<file path="config.mk">
export PLATFORM = sky130hd
export DESIGN_NAME = color_freq_sampler
export DESIGN_NICKNAME = d
export VERILOG_FILES = /design/src/rtl/color_freq_sampler_pkg.sv /design/src/rtl/color_freq_sampler_edge_counter.sv /design/src/rtl/color_freq_sampler.sv
export SDC_FILE = /design/constraint.sdc
export NUM_CORES = 1
export LEC_CHECK = 0
export CELL_PAD_IN_SITES_DETAIL_PLACEMENT = 1
export CELL_PAD_IN_SITES_GLOBAL_PLACEMENT = 1
export CORE_ASPECT_RATIO = 0.9
export CORE_MARGIN = 3
export CORE_UTILIZATION = 50
export CTS_BUF_LIST = sky130_fd_sc_hd__clkbuf_4
export DETAILED_ROUTE_END_ITERATION = 10
export PLACE_DENSITY = 0.92
export SLEW_MARGIN = 40
export SYNTH_ARGS = -nofsm -noshare
export SYNTH_HDL_FRONTEND = slang
export SYNTH_SLANG_ARGS = --single-unit
</file>
<file path="constraint.sdc">
create_clock -name clk -period 6.1 [get_ports clk]
set_input_delay 1.83 -clock clk [delete_from_list [all_inputs] [get_ports clk]]
set_output_delay 1.83 -clock clk [all_outputs]
set_load 0.02 [all_outputs]
</file>
<file path="src/rtl/color_freq_sampler_pkg.sv">
// Shared FSM states, filter select codes and colour constants for the colour-sensor sampler.
package color_freq_sampler_pkg;

    typedef enum logic [2:0] {
        ST_IDLE,
        ST_SETTLE,
        ST_GATE,
        ST_DIV_LOAD,
        ST_DIV_WAIT,
        ST_DIV_REL,
        ST_DONE
    } state_t;

    // Measurement order is the enum order: clear, red, green, blue.
    typedef enum logic [1:0] {
        FILT_CLEAR,
        FILT_RED,
        FILT_GREEN,
        FILT_BLUE
    } filter_t;

    localparam logic [1:0] COL_RED   = 2'd0;
    localparam logic [1:0] COL_GREEN = 2'd1;
    localparam logic [1:0] COL_BLUE  = 2'd2;

    localparam logic [7:0] PERC_FULL = 8'd100;

    // TCS3200 {S2,S3} select for each filter.
    function automatic logic [1:0] s2s3_code(input filter_t f);
        case (f)
            FILT_CLEAR: return 2'b10;
            FILT_RED:   return 2'b00;
            FILT_GREEN: return 2'b11;
            default:    return 2'b01;
        endcase
    endfunction

endpackage

</file>
<file path="src/rtl/color_freq_sampler_edge_counter.sv">
// Synchronises the asynchronous sensor output, detects rising edges and counts them
// into a saturating counter while enabled; clr empties the counter.
module color_freq_sampler_edge_counter #(
    parameter int CNT_W = 10
) (
    input  logic             clk,
    input  logic             rst_n,
    input  logic             din,
    input  logic             en,
    input  logic             clr,
    output logic [CNT_W-1:0] count
);

    logic [2:0] sync_q;
    logic       rise;

    // NOTE: clocked state uses non-blocking assignments so every flop samples pre-edge values.
    always_ff @(posedge clk or negedge rst_n) begin
        if (!rst_n) begin
            sync_q <= '0;
        end else begin
            sync_q <= {sync_q[1:0], din};
        end
    end

    assign rise = sync_q[1] & ~sync_q[2];

    always_ff @(posedge clk or negedge rst_n) begin
        if (!rst_n) begin
            count <= '0;
        end else if (clr) begin
            count <= '0;
        end else if (en && rise && (count != '1)) begin
            count <= count + 1'b1;
        end
    end

endmodule

</file>
<file path="src/rtl/color_freq_sampler.sv">
// TCS3200 front end: measures clear/red/green/blue pulse counts and obtains colour percentages
// from an external divider. Optional divider watchdog enabled by FREQ_SAMPLER_TIMEOUT_EN.
module color_freq_sampler
    import color_freq_sampler_pkg::*;
#(
    parameter int CNT_W      = 10,
    parameter int SETTLE_CYC = 10000,
    parameter int GATE_CYC   = 100000
`ifdef FREQ_SAMPLER_TIMEOUT_EN
    ,
    parameter int DIV_TMO    = 256
`endif
) (
    input  logic             clk,
    input  logic             rst_n,
    input  logic             start,
    input  logic             sensor_out,
    output logic             filt_s2,
    output logic             filt_s3,
    output logic             div_start,
    output logic [CNT_W-1:0] div_freq,
    output logic [CNT_W-1:0] div_clear,
    input  logic             div_done,
    input  logic [7:0]       div_perc,
    output logic [7:0]       red_perc,
    output logic [7:0]       green_perc,
    output logic [7:0]       blue_perc,
    output logic             valid,
    output logic             busy,
    output logic             err
);

    state_t           state, state_nx;
    logic [31:0]      tmr;
    filter_t          filt_idx, cap_idx;
    logic             cap_q;
    logic [1:0]       col_idx;
    logic [CNT_W-1:0] cnt_q [4];
    logic [CNT_W-1:0] ec_count;
    logic [7:0]       res_r, res_g, res_b;
    logic             settle_end, gate_end, guard_zero, guard_full, div_timeout;
    logic             res_wr;
    logic [7:0]       res_val;

    color_freq_sampler_edge_counter #(.CNT_W(CNT_W)) u_edge_counter (
        .clk   (clk),
        .rst_n (rst_n),
        .din   (sensor_out),
        .en    (state == ST_GATE),
        .clr   ((state == ST_IDLE) || (state == ST_SETTLE)),
        .count (ec_count)
    );

    assign {filt_s2, filt_s3} = s2s3_code(filt_idx);
    assign settle_end = (tmr == 32'(SETTLE_CYC - 1));
    assign gate_end   = (tmr == 32'(GATE_CYC - 1));

    // Operands are selected by colour index, so they hold still for the whole division.
    assign div_freq   = cnt_q[col_idx + 2'd1];
    assign div_clear  = cnt_q[FILT_CLEAR];
    // The divider never terminates on a zero divisor, so that case must be caught first.
    assign guard_zero = (div_clear == '0);
    assign guard_full = (div_freq >= div_clear);

`ifdef FREQ_SAMPLER_TIMEOUT_EN
    assign div_timeout = (state == ST_DIV_WAIT) && !div_done && (tmr == 32'(DIV_TMO - 1));
`else
    assign div_timeout = 1'b0;
`endif

    always_ff @(posedge clk or negedge rst_n) begin
        if (!rst_n) state <= ST_IDLE;
        else        state <= state_nx;
    end

    // NOTE: every combinational output gets a default first so no path leaves it unassigned (no latch).
    always_comb begin
        state_nx  = state;
        busy      = 1'b1;
        valid     = 1'b0;
        div_start = 1'b0;
        res_wr    = 1'b0;
        res_val   = '0;
        case (state)
            ST_IDLE: begin
                busy = 1'b0;
                if (start) state_nx = ST_SETTLE;
            end
            ST_SETTLE: if (settle_end) state_nx = ST_GATE;
            ST_GATE: begin
                if (gate_end) state_nx = (filt_idx == FILT_BLUE) ? ST_DIV_LOAD : ST_SETTLE;
            end
            ST_DIV_LOAD: begin
                if (guard_zero || guard_full) begin
                    res_wr   = 1'b1;
                    res_val  = guard_zero ? 8'd0 : PERC_FULL;
                    state_nx = ST_DIV_REL;
                end else begin
                    state_nx = ST_DIV_WAIT;
                end
            end
            ST_DIV_WAIT: begin
                div_start = 1'b1;
                if (div_done) begin
                    res_wr   = 1'b1;
                    res_val  = div_perc;
                    state_nx = ST_DIV_REL;
                end else if (div_timeout) begin
                    res_wr   = 1'b1;
                    res_val  = 8'hFF;
                    state_nx = ST_DIV_REL;
                end
            end
            ST_DIV_REL: state_nx = (col_idx == COL_BLUE) ? ST_DONE : ST_DIV_LOAD;
            ST_DONE: begin
                valid    = 1'b1;
                state_nx = ST_IDLE;
            end
            default: state_nx = ST_IDLE;
        endcase
    end

    always_ff @(posedge clk or negedge rst_n) begin
        if (!rst_n) begin
            tmr        <= '0;
            filt_idx   <= FILT_CLEAR;
            cap_idx    <= FILT_CLEAR;
            cap_q      <= 1'b0;
            col_idx    <= COL_RED;
            // NOTE: the count array is small and must read as zero after reset, so it is reset explicitly.
            for (int i = 0; i < 4; i++) cnt_q[i] <= '0;
            res_r      <= '0;
            res_g      <= '0;
            res_b      <= '0;
            red_perc   <= '0;
            green_perc <= '0;
            blue_perc  <= '0;
        end else begin
            tmr     <= (state_nx != state) ? 32'd0 : tmr + 32'd1;
            // The final gate edge lands in the counter on the closing clock, so capture one cycle later.
            cap_q   <= (state == ST_GATE) && gate_end;
            cap_idx <= filt_idx;
            if (cap_q) cnt_q[cap_idx] <= ec_count;

            if (res_wr) begin
                case (col_idx)
                    COL_RED:   res_r <= res_val;
                    COL_GREEN: res_g <= res_val;
                    default:   res_b <= res_val;
                endcase
            end

            case (state)
                ST_IDLE: begin
                    if (start) begin
                        filt_idx <= FILT_CLEAR;
                        col_idx  <= COL_RED;
                    end
                end
                ST_GATE: begin
                    if (gate_end && (filt_idx != FILT_BLUE)) filt_idx <= filter_t'(filt_idx + 2'd1);
                end
                ST_DIV_REL: begin
                    if (col_idx == COL_BLUE) begin
                        red_perc   <= res_r;
                        green_perc <= res_g;
                        blue_perc  <= res_b;
                    end else begin
                        col_idx <= col_idx + 2'd1;
                    end
                end
                default: ;
            endcase
        end
    end

`ifdef FREQ_SAMPLER_TIMEOUT_EN
    always_ff @(posedge clk or negedge rst_n) begin
        if (!rst_n)                        err <= 1'b0;
        else if (state == ST_IDLE && start) err <= 1'b0;
        else if (div_timeout)              err <= 1'b1;
    end
`else
    assign err = 1'b0;
`endif

endmodule

</file>
### After elaboration in Yosys (flattened, before gate mapping)

Index checks and enable logic that the tools add are counted.

| storage, ports and cells | value |
|---|---|
| input bits | 13 |
| memories kept | 0 |
| register bits | 143 |
| output and inout port bits | 50 |
| memory bits (writable) | 0 |
| logic and storage cells | 104 |
| memory bits (read-only) | 0 |
| bits in latches | 0 |

| operators by class | value |
|---|---|
| div/mod/pow operators | 0 |
| add/subtract/negate cells | 4 |
| eq/ne operators | 19 |
| muxes and demuxes | 33 |
| $mul | 0 |
| reductions and logical operators | 21 |
| bitwise gates (word level) | 5 |
| shift operators | 0 |
| order comparisons | 4 |

Operators by type and width:

| cell | number |
|---|---|
| $mux 10 | 5 |
| $bwmux 40 | 1 |
| $add 32x1->32 const B | 1 |
| $eq 32x14->1 const B | 1 |
| $eq 32x17->1 const B | 1 |
| $mux 32 | 1 |
| $bmux 10 s2 | 1 |
| $demux 10 s2 | 1 |
| $pmux 3 s6 | 1 |
| $pmux 8 s2 | 1 |
| $mux 3 | 5 |
| $mux 7 | 2 |
| $add 10x1->10 const B | 1 |
| $ge 10x10->1 | 1 |
| $logic_not 10->1 | 1 |
| $ne 10x10->1 const B | 1 |
| $eq 3x3->1 const B | 3 |
| $mux 2 | 4 |
| $mux 8 | 1 |
| $ne 2x2->1 const B | 4 |
| $pmux 2 s2 | 2 |
| $reduce_and 2->1 | 4 |
| $eq 2x2->1 const B | 3 |
| $eq 3x2->1 const B | 2 |
| other kinds (19) | 38 |

### Logic depth before layout (Yosys ltp)

| depth | value |
|---|---|
| word-level depth | 11 |
| depth in mapped cells | 12 |
| mapped depth without buffers | 10 |

### Cells and area by module

A second synthesis with hierarchy kept.

| second synthesis, totals | value |
|---|---|
| cells, all modules | 639 |
| area total of the unflattened synthesis | 7328.3 sq um |

By module, submodules not included:

| module | seq. area each (sq um) | area each (sq um) | times used | cells each |
|---|---|---|---|---|
| color_freq_sampler | 3253.1 | 6726.5 | 1 | 583 |
| color_freq_sampler_edge_counter | 325.3 | 601.8 | 1 | 56 |

### Least setup slack after synthesis

Ideal clock, no wire load.

| path | value |
|---|---|
| path type | register -> output |
| start | reg col_idx[0] |
| end | out div_freq[1] |
| arrival | 1648 ps |
| stages on the path, launching flop included | 5 |
| required time | 4270 ps |
| setup slack | 2622 ps |
| buffers on the path | 1 |
| cells stage by stage | dfrtp_1 > inv_1 > ha_1 > buf_2 > mux4_2 |

| on the way | value |
|---|---|
| longest elaborated chain between the ends | 5 |

Ends and longest elaborated chain:

| element | RTL line | text |
|---|---|---|
| start: declaration | color_freq_sampler.sv:37 | `logic [1:0] col_idx;` |
| start signal: assignment | color_freq_sampler.sv:169 | `col_idx <= col_idx + 2'd1;` |
| $add 2x1->2 | color_freq_sampler.sv:59 | `assign div_freq = cnt_q[col_idx + 2'd1];` |
| $not 2->3 (implied by the code) | color_freq_sampler.sv:59 |  |
| $bmux 10 s2 | color_freq_sampler.sv:59 |  |
| $mux 10 (implied by the code) (2 in a row) | color_freq_sampler.sv:59 |  |
| end: declaration | color_freq_sampler.sv:21 | `output logic [CNT_W-1:0] div_freq,` |

No other way between the ends. The select of a mux whose other input is x is not followed.

### Final worst setup path

| path | value |
|---|---|
| start | reg col_idx[0] |
| end | out div_freq[0] |

Same word-level chain as after synthesis.

==> impl_metrics.csv <==
group,metric,value,unit
min_path,hold_depth,0,
cts,worstSkewPairLatency,580,ps
route,antenna_left,0,
die,initial_utilization,51.6,%
sta,slew_violations,0,
die,rows,40,
route,dr.pass1.iters,4,
global_route,grt_usage,24.6,%
synth,netlist_area,6970,sq um
sta,fmax,187,MHz
placed_design,post_dp_cell_area,7610,sq um
global_route,grt_pass1_wl,29400,microns
critical_path,crit_type,"reg -> out",
die,fp.dieW,130,microns
min_path,hp-start,"u_edge_counter.sync_q[0]",
critical_path,worstPathRequired,4270,ps
cts,post_cts_buffers,0,
sta,tightest_slew,714,ps
sta,maxSlewHeadroom,52.1,%
synth,yosys.cell_types.count,55,
sta,setup_ws,765,ps
power,powerDensity,195,nW/um^2
sta,period_minus_slack,5340,ps
critical_path,worstReg2RegStart,"col_idx[0]",
synth,synth_seq_cells,143,
die,design.core.area,13500,sq um
cts,clk_pin_slew_worst_paths,120,ps
placed_design,place_hpwl,12800,microns
flow_run,maxCapViolations,0,
synth,syn_nets,652,
route,vias_per_cell,6.01,
placed_design,place_ws,1350,ps
cts,cts_tree,"done",
critical_path,cp-startpoint,"col_idx[0]",
die,ios,63,
critical_path,critPathMaxFanout,13,
route,wl,17900,microns
cells_and_area,nets,699,
synth,postSynthAreaPerCell,11.2,sq um
synth,yosys_warnings,0,
synth,synthCells,621,
placed_design,globalplace.congestion,0.823,
cells_and_area,area_growth,13.2,%
route,route.detailed.drc,0,
synth,synth_ff_type,"dfrtp_1",
cts,clock-sinks,143,
critical_path,arrival,3510,ps
power,power.static_leakage,3.60,nW
critical_path,ff2ff_setup_slack,1600,ps
global_route,grt_max_degree,107,
cells_and_area,multiInputGateArea,3120,sq um
min_path,hold_class,"reg -> reg",
critical_path,timing.rr.end,"state[0]",
route,num_vias,5105,
critical_path,worstSetupEndpointType,"output port",
sta,fin_skew,20.3,ps
cts,numCtsBuffers,17,
power,vdd_drop_max,0.203,mV
global_route,grt.overflow.total,0,
sta,tns,0,ps
synth,synth-async-reset-ratio,100,%
cts,cts_root_buffer,"clkbuf_4",
cells_and_area,fin_cells,849,
sta,hold_viol,0,
synth,ys_seq_area_share,51.3,%
cells_and_area,num-fill-cells,1455,
die,die_h,118,microns
sta,setup_viol,0,
critical_path,start_kind,"flip-flop",
critical_path,r2r_cells,9,
cts,cts_resized,0,
sta,grt_setup_unrepaired,"no",
placed_design,numPortBuffers,61,
die,dieArea,15400,sq um
cts,htree_levels,4,
placed_design,placed_cells,816,
cells_and_area,design_area,7890,sq um
global_route,grt_pass1_vias,5552,
route,wl_per_cell,21.1,microns
synth,synth_edf_count,0,
cts,cts_hold_buf,0,
run_status,status,"finished clean",
global_route,antenna_found_initial,2,
min_path,hold_end,"u_edge_counter.sync_q[1]",
sta,fin_crit_sh,87.5,%
route,drtIter0Drc,444,
cts,clk_path_buf_depth,2,
cells_and_area,drive_gt1_share,17.9,%
cells_and_area,seq_area,3580,sq um
power,fin_total_pwr,1.54,mW
-- cells in the final DEF, fill, tap and decap left out, drive strengths merged, types with 2 or more instances in the layout --
| cell | netlist | routed |
|---|---|---|
| xnor2 | 29 | 29 |
| clkinvlp | 0 | 5 |
| mux2 | 56 | 56 |
| o21ai | 14 | 14 |
| or2 | 4 | 4 |
| dfrtp | 143 | 143 |
| clkdlybuf4s50 | 0 | 60 |
| and3 | 6 | 6 |
| mux4 | 10 | 10 |
| nand3 | 34 | 34 |
| nor3 | 17 | 17 |
| a21o | 6 | 6 |
| nor3b | 3 | 3 |
| nor4b | 2 | 2 |
| clkbuf | 17 | 17 |
| a31o | 9 | 9 |
| o21a | 9 | 9 |
| nand4 | 12 | 12 |
| nor2 | 57 | 57 |
| o211a | 2 | 2 |
| a32oi | 10 | 10 |
| or3b | 2 | 2 |
| and2 | 2 | 2 |
| nand2 | 52 | 52 |
| inv | 18 | 20 |
| buf | 20 | 5 |
| clkinv | 0 | 6 |
| xor2 | 9 | 9 |
| nand2b | 5 | 5 |
| and4 | 6 | 6 |
| a21oi | 12 | 12 |
| ha | 18 | 18 |
| nand3b | 4 | 4 |
| a22oi | 6 | 6 |
| nor4 | 13 | 13 |
-- area by class of cell --
cell class	count	share of cell area [%]
Multi-Input combinational cell	423	39.5
Clock inverter	14	1.52
Inverter	18	0.856
Timing Repair Buffer	65	8.43
Antenna cell	1	0.0317
Tap cell	168	2.66
Sequential cell	143	45.3
Clock buffer	17	1.62
-- where the power goes --
group	internal, mW	total [mW]	switching, mW
clock	0.198	0.557	0.360
sequential	0.949	0.949	0.000297
combinational	0.00980	0.0327	0.0229
total	1.16	1.54	0.383
-- worst max-delay path, cell delays in order, from the launching register on --
cell and delay (ps):
dfrtp_1 740, inv_1 200, ha_1 790, mux4_2 640, clkdlybuf4s50_1 560
-- metal layers --
metal  GRT usage [%]  vias up  part of all wire [%]
met5               0        -                 0.050
met4            7.26        2                   1.4
met3            6.62       28                   5.3
met2            39.5      142                    50
met1            32.6     2625                    44
li1                -     2308                     -
-- cell usage after synthesis, drive strengths merged, types with 2 or more instances --
cell type,number,area share [%]
buf,20,2.1
nor4,13,1.3
nand4,12,1.1
o21ai,14,1.0
o21a,9,0.97
nor3,17,1.4
dfrtp,143,51
nand2,52,2.8
clkbuf,17,0.92
nand3,34,2.4
a21o,6,0.66
xor2,9,1.1
a22oi,6,0.65
ha,18,3.2
nor2,57,3.1
a31o,9,1.1
xnor2,29,3.6
nor3b,3,0.39
o211a,2,0.29
nand2b,5,0.45
nand3b,4,0.43
and3,6,0.54
inv,18,0.97
mux2,56,9.0
nor4b,2,0.25
and4,6,0.75
or2,4,0.36
or3b,2,0.25
mux4,10,3.2
and2,2,0.18
a32oi,10,1.3
a21oi,12,0.86
-- state kept, by name (all words and copies together), names as in the netlist --
| signal | cells |
|---|---|
| blue_perc | 8 |
| tmr | 32 |
| u_edge_counter.count | 10 |
| cap_q | 1 |
| state | 3 |
| div_clear | 10 |
| cnt_q | 30 |
| green_perc | 8 |
| cap_idx | 2 |
| res_b | 8 |
| res_r | 8 |
| res_g | 8 |
| u_edge_counter.sync_q | 3 |
| red_perc | 8 |
| filt_idx | 2 |
| col_idx | 2 |
-- worst max path at each step --
stage	cells after the start	slack [ps]	endpoint
final	4	760	div_freq[0]
after floorplan	4	2620	div_freq[1]
after CTS	4	690	div_freq[7]
after global routing	4	490	div_freq[7]
after detailed placement	4	1350	div_freq[7]
after global placement	4	1500	div_freq[8]
-- per-stage QoR --
stage / util, % / hold WS, ps
after floorplan: - / 331
after global placement: 56.3 / 334
after detailed placement: 56.4 / 341
after CTS: 58.2 / 368
after global routing: 58.4 / 379
final: 58.4 / 365
-- kinds of logic (layout without fill, tap and decap cells) --
family,count (synthesis),count (layout),synth area share [%]
AO/OA/AOI/OAI,73,73,7.47
flip-flops,143,143,51.3
other,1,2,0.0538
buffers and inverters,55,114,3.99
multiplexers,67,67,12.4
AND/OR/NAND/NOR,226,226,16.7
XOR/XNOR,38,38,4.78
adder cells (fa/ha/maj),18,18,3.23
No activity file was read; power rests on OpenSTA's default activity.
==> patch 1, RTL diff (config.mk and constraints unchanged) <==
`CNT_W` is set to 10 in 2 places; all go to 5.
--- a/src/rtl/color_freq_sampler_edge_counter.sv
+++ b/src/rtl/color_freq_sampler_edge_counter.sv
@@ -1,7 +1,7 @@
 // Synchronises the asynchronous sensor output, detects rising edges and counts them
 // into a saturating counter while enabled; clr empties the counter.
 module color_freq_sampler_edge_counter #(
-    parameter int CNT_W = 10
+    parameter int CNT_W = 5
 ) (
     input  logic             clk,
     input  logic             rst_n,
--- a/src/rtl/color_freq_sampler.sv
+++ b/src/rtl/color_freq_sampler.sv
@@ -3,7 +3,7 @@
 module color_freq_sampler
     import color_freq_sampler_pkg::*;
 #(
-    parameter int CNT_W      = 10,
+    parameter int CNT_W      = 5,
     parameter int SETTLE_CYC = 10000,
     parameter int GATE_CYC   = 100000
 `ifdef FREQ_SAMPLER_TIMEOUT_EN
Interface: changed (resized div_clear and div_freq); port bits go from 63 to 53. No check against the original RTL was run, so the function may have changed too.
==> patch 1 against the unedited design <==
  * Sequential share of layout area shrank 0.95 points
  * Global-route usage grew 2.3 points
  * Count of clock-buffer cells in the layout grew 3
  * Largest power group unchanged
  * Highest routed layer is now met4
  * Die area shrank 16%
  * Routed wire length shrank 8.7%
  * Critical path type unchanged
  * Cell count shrank 9.5%
  * Sequential cell count shrank 25
  * Total power shrank 8.0%
  * Area after synthesis shrank 17%
  * Worst setup slack gained 0.57 ns
  * Synthesized cell count shrank 9.7%
  * Design area shrank 16%
==> patch 1: results (changes against the unedited design) <==
[metrics] run status: complete, no violations
[metrics] fraction of area in multi-input gates: 0.380 (-0.0153)
[metrics] count of buffers from port buffering: 51 (-16%)
[metrics] top metal layer carrying routed signals: met4
[metrics] Clock Buffer Count: 20 (+3)
[metrics] non-clock buffer share of cell area: 0.0820 (-0.00234)
[metrics] Total Routed Length: 16400 um (-8.7%)
[metrics] slew of the pin with the lowest slew margin: 0.764 ns (+0.0505 ns)
[metrics] Seq cells: 118 (-17%)
[metrics] first-pass GRT wire length: 27000 um (-8.1%)
[metrics] final weighted congestion in routability-driven placement: 0.843 (+2.4%)
[metrics] commonest cells in the synthesized netlist: dfrtp_1 (118), nand2_1 (54), nor2_1 (50)
[metrics] clk tree area frac: 0.0429 (+0.0115)
[metrics] drt first pass iters: 5 (+1)
[metrics] registers with the highest flip-flop counts: tmr: 32 flops, cnt_q: 15 flops
[metrics] Repair and plain buffers: 55 (-15%)
[metrics] antenna violations before repair: 0 (-2)
[metrics] total instance count after detailed placement: 736 (-9.8%)
[metrics] number of multi-input combinational cells in the layout: 371 (-12%)
[metrics] fraction of layout instances using a drive strength above 1: 0.146 (-0.0333)
[metrics] met3 routing resource usage after global routing: 0.0785 (+0.0122)
[metrics] global router's overall resource usage: 0.269 (+0.0234)
[metrics] post-placement worst setup slack: 1.98 ns (+0.629 ns)
[metrics] R2R cell count: 10 (+1)
[metrics] via count normalized by instance count: 5.89 (-2.0%)
[metrics] detailed route wirelength on metal3: 837 um (-12%)
[metrics] fraction of standard cell area that is sequential: 0.444 (-0.00953)
## patch 1: changes by cell type after synthesis, sizes merged, moves of 5 or more
cell   delta
a21o     +10
a22oi     -5
a31o      -7
a32oi    -10
dfrtp    -25
inv      +22
mux2     -34
mux4      -5
nor2      -6
nor3      -9
o21a      -9
o21ai    +32
## patch 1: logic make-up after synthesis
kind of cell             Yosys count  share of synthesized area
AO/OA/AOI/OAI                     85                     0.0850
XOR/XNOR                          32                     0.0485
adder cells (fa/ha/maj)           14                     0.0303
buffers and inverters             72                     0.0567
flip-flops                       118                      0.511
multiplexers                      31                     0.0692
other                              1                   0.000648
AND/OR/NAND/NOR                  208                      0.199
## patch 1: where the power goes
part / total (mW) / leakage, nW / internal (mW) / switching [mW]
Combinational: 0.0269 / 1.20 / 0.00794 / 0.0189
Clock: 0.605 / 0.153 / 0.290 / 0.316
Sequential: 0.783 / 1.52 / 0.783 / 0.000489
Total: 1.42 / 2.87 / 1.08 / 0.335
==> patch 2, RTL diff (same settings) <==
Without the edit above. Register the inputs `sensor_out` and `div_perc` before use, with the module's reset. The logic sees them one clock later. The other inputs are not delayed to match.
--- a/src/rtl/color_freq_sampler.sv
+++ b/src/rtl/color_freq_sampler.sv
@@ -30,6 +30,19 @@
     output logic             err
 );
 
+    logic sensor_out_q;
+    logic [7:0] div_perc_q;
+
+    always_ff @(posedge clk or negedge rst_n) begin
+        if (!rst_n) begin
+            sensor_out_q <= '0;
+            div_perc_q   <= '0;
+        end else begin
+            sensor_out_q <= sensor_out;
+            div_perc_q   <= div_perc;
+        end
+    end
+
     state_t           state, state_nx;
     logic [31:0]      tmr;
     filter_t          filt_idx, cap_idx;
@@ -45,7 +58,7 @@
     color_freq_sampler_edge_counter #(.CNT_W(CNT_W)) u_edge_counter (
         .clk   (clk),
         .rst_n (rst_n),
-        .din   (sensor_out),
+        .din   (sensor_out_q),
         .en    (state == ST_GATE),
         .clr   ((state == ST_IDLE) || (state == ST_SETTLE)),
         .count (ec_count)
@@ -103,7 +116,7 @@
                 div_start = 1'b1;
                 if (div_done) begin
                     res_wr   = 1'b1;
-                    res_val  = div_perc;
+                    res_val  = div_perc_q;
                     state_nx = ST_DIV_REL;
                 end else if (div_timeout) begin
                     res_wr   = 1'b1;
Function: no difference found for any inputs over 10 cycles, from zero or initial values and one cycle with rst_n low; that may be too few to reach the edited logic, so the function may still have changed.
==> patch 2 against the unedited design <==
  * Worst setup slack better by 0.055 ns
  * Via count is 2.0% lower
  * Routed wire length fell by 1.2%
  * Clock skew is 0.0041 ns higher
  * Register-to-register slack improved by 0.31 ns
  * Die area is 0.17% higher
  * Area after synthesis rose by 0.18%
  * Design area is 0.46% higher
  * Sequential cell count is 9 higher
  * Total power up 6.5%
  * Synthesized cell count increased by 0.97%
==> patch 2: results (changes against the unedited design) <==
[metrics] run status: complete, no violations
[metrics] share of synthesized area occupied by flip-flops and latches: 0.545 (+0.0313)
[metrics] Worst IR Drop VDD: 0.161 mV (-21%)
[metrics] antenna violations before repair: 0 (-2)
[metrics] Resized cells post-CTS: 0 (unchanged)
[metrics] Total Routed Length: 17700 um (-1.2%)
[metrics] Iter 0 DRT Violations: 268 (-40%)
[metrics] main area contributors after synthesis: dfrtp_1 (54%), mux2_2 (6.5%), nand2_1 (3.5%)
[metrics] maximum level of the CTS H-tree: 4 (unchanged)
[metrics] leakage power: 3.51 nW (-2.5%)
[metrics] first-pass GRT wire length: 29200 um (-0.66%)
[metrics] R2R Setup Slk: 1.91 ns (+0.31 ns)
[metrics] maximum number of pins on one net before global-route repair: 111 (+3.7%)
[metrics] number of global-route vias before repair: 5431 (-2.2%)
[metrics] Critical Path Fanout Max: 14 (+1)
[metrics] Clock Root Buffer: clkbuf_4
[metrics] nets: 707 (+1.1%)
[metrics] via count: 5005 (-2.0%)
[metrics] synthesized netlist net count: 658 (+0.92%)
[metrics] final worst clock skew: 0.0243 ns (+0.00409 ns)
[metrics] cts bufs inserted: 17 (unchanged)
[metrics] clock-pin slew reported for the worst setup and hold paths after clock tree synthesis: 0.12 ns (about the same)
[metrics] synth unique cells: 50 (-9.1%)
[metrics] # fillers: 1428 (-1.9%)
[metrics] worst hold slack: 0.364 ns (-0.000948 ns)
[metrics] commonest cells in the synthesized netlist: dfrtp_1 (152), nand2_1 (65), nor2_1 (49)
[metrics] max-slew headroom at the worst pin: 0.494 (-0.0267)
[metrics] final setup slack of the worst path: 0.820 ns (+0.0550 ns)
[metrics] final weighted congestion in routability-driven placement: 0.836 (+1.6%)
[metrics] global router's overall resource usage: 0.244 (-0.00131)
[metrics] CTS Buffer Depth: 2 (unchanged)
[metrics] fraction of layout instances using a drive strength above 1: 0.140 (-0.0397)
[metrics] data arrival time at the worst-slack endpoint: 3.45 ns (-0.06 ns)
[metrics] drt first pass iters: 6 (+2)
[metrics] count of buffers from port buffering: 61 (unchanged)
[metrics] total number of yosys warnings: 0 (unchanged)
[metrics] registers with the highest flip-flop counts: tmr: 32 flops, cnt_q: 30 flops
[metrics] post-placement worst setup slack: 1.37 ns (+0.0162 ns)
[metrics] post-DP HPWL: 12800 um (about the same)
[metrics] worst min-delay path category: reg -> reg
[metrics] antenna diode count: 0 (-1)
[metrics] insertion delay of the later-clocked pin in the worst-skew pair: 0.58 ns (about the same)
[patch 2: worst max-delay path, stage by stage, from the launching register on]
cell and delay [ns]:
dfrtp_1 0.75, inv_1 0.17, ha_1 0.76, mux4_2 0.63, clkdlybuf4s50_1 0.56
[patch 2: where the power goes]
part / total (mW) / switching, mW / internal (mW) / leakage [nW]
logic: 0.0312 / 0.0215 / 0.00966 / 1.40
registers: 1.01 / 0.00293 / 1.01 / 1.98
clock network: 0.594 / 0.359 / 0.235 / 0.135
total: 1.64 / 0.384 / 1.26 / 3.51
[patch 2: layer usage]
metal | track usage | vias to the layer above | share of wire
li1 | - | 2275 | -
met1 | 0.323 | 2564 | 0.43
met2 | 0.393 | 135 | 0.50
met3 | 0.0585 | 31 | 0.045
met4 | 0.0855 | 0 | 0.021
met5 | 0 | - | 0
[patch 2: stage by stage]
| step | std cells | total power [mW] | instance area (um2) |
|---|---|---|---|
| 4_1_cts | 854 | 1.65 | 7890 |
| 5_1_grt | 855 | 1.71 | 7930 |
| 2_1_floorplan | 627 | 1.03 | 6980 |
| 3_3_place_gp | 824 | 1.06 | 7630 |
| 6_report | 855 | 1.64 | 7930 |
| 3_5_place_dp | 824 | 1.06 | 7630 |
[patch 2: path summary, 6_finish.rpt]
| check | from | endpoint | depth (start not counted) |
|---|---|---|---|
| worst min-delay path | u_edge_counter.sync_q[0] | u_edge_counter.sync_q[1] | 0 |
| max in group asynchronous | rst_n | tmr[21] | 2 |
| min in group asynchronous | rst_n | u_edge_counter.count[4] | 1 |
| worst min register to register | u_edge_counter.sync_q[0] | u_edge_counter.sync_q[1] | 0 |
| worst max-delay path | col_idx[0] | div_freq[0] | 4 |
| worst max register to register | col_idx[0] | res_b[1] | 9 |
[patch 2: layout make-up]
| class | count | area (um2) | share of cell area |
|---|---|---|---|
| Sequential cell | 152 | 3800 | 0.480 |
| Timing Repair Buffer | 65 | 666 | 0.0840 |
| Clock buffer | 17 | 128 | 0.0161 |
| Clock inverter | 13 | 131 | 0.0166 |
| Tap cell | 168 | 210 | 0.0265 |
| Inverter | 38 | 143 | 0.0180 |
| Multi-Input combinational cell | 402 | 2850 | 0.359 |
[patch 2: logic make-up after synthesis]
| family | synth area share |
|---|---|
| fa+ha+maj | 0.0323 |
| other cells | 0.000537 |
| mux | 0.103 |
| compound gates | 0.0679 |
| simple gates | 0.159 |
| xor+xnor | 0.0439 |
| buf+inv | 0.0491 |
| flops | 0.545 |
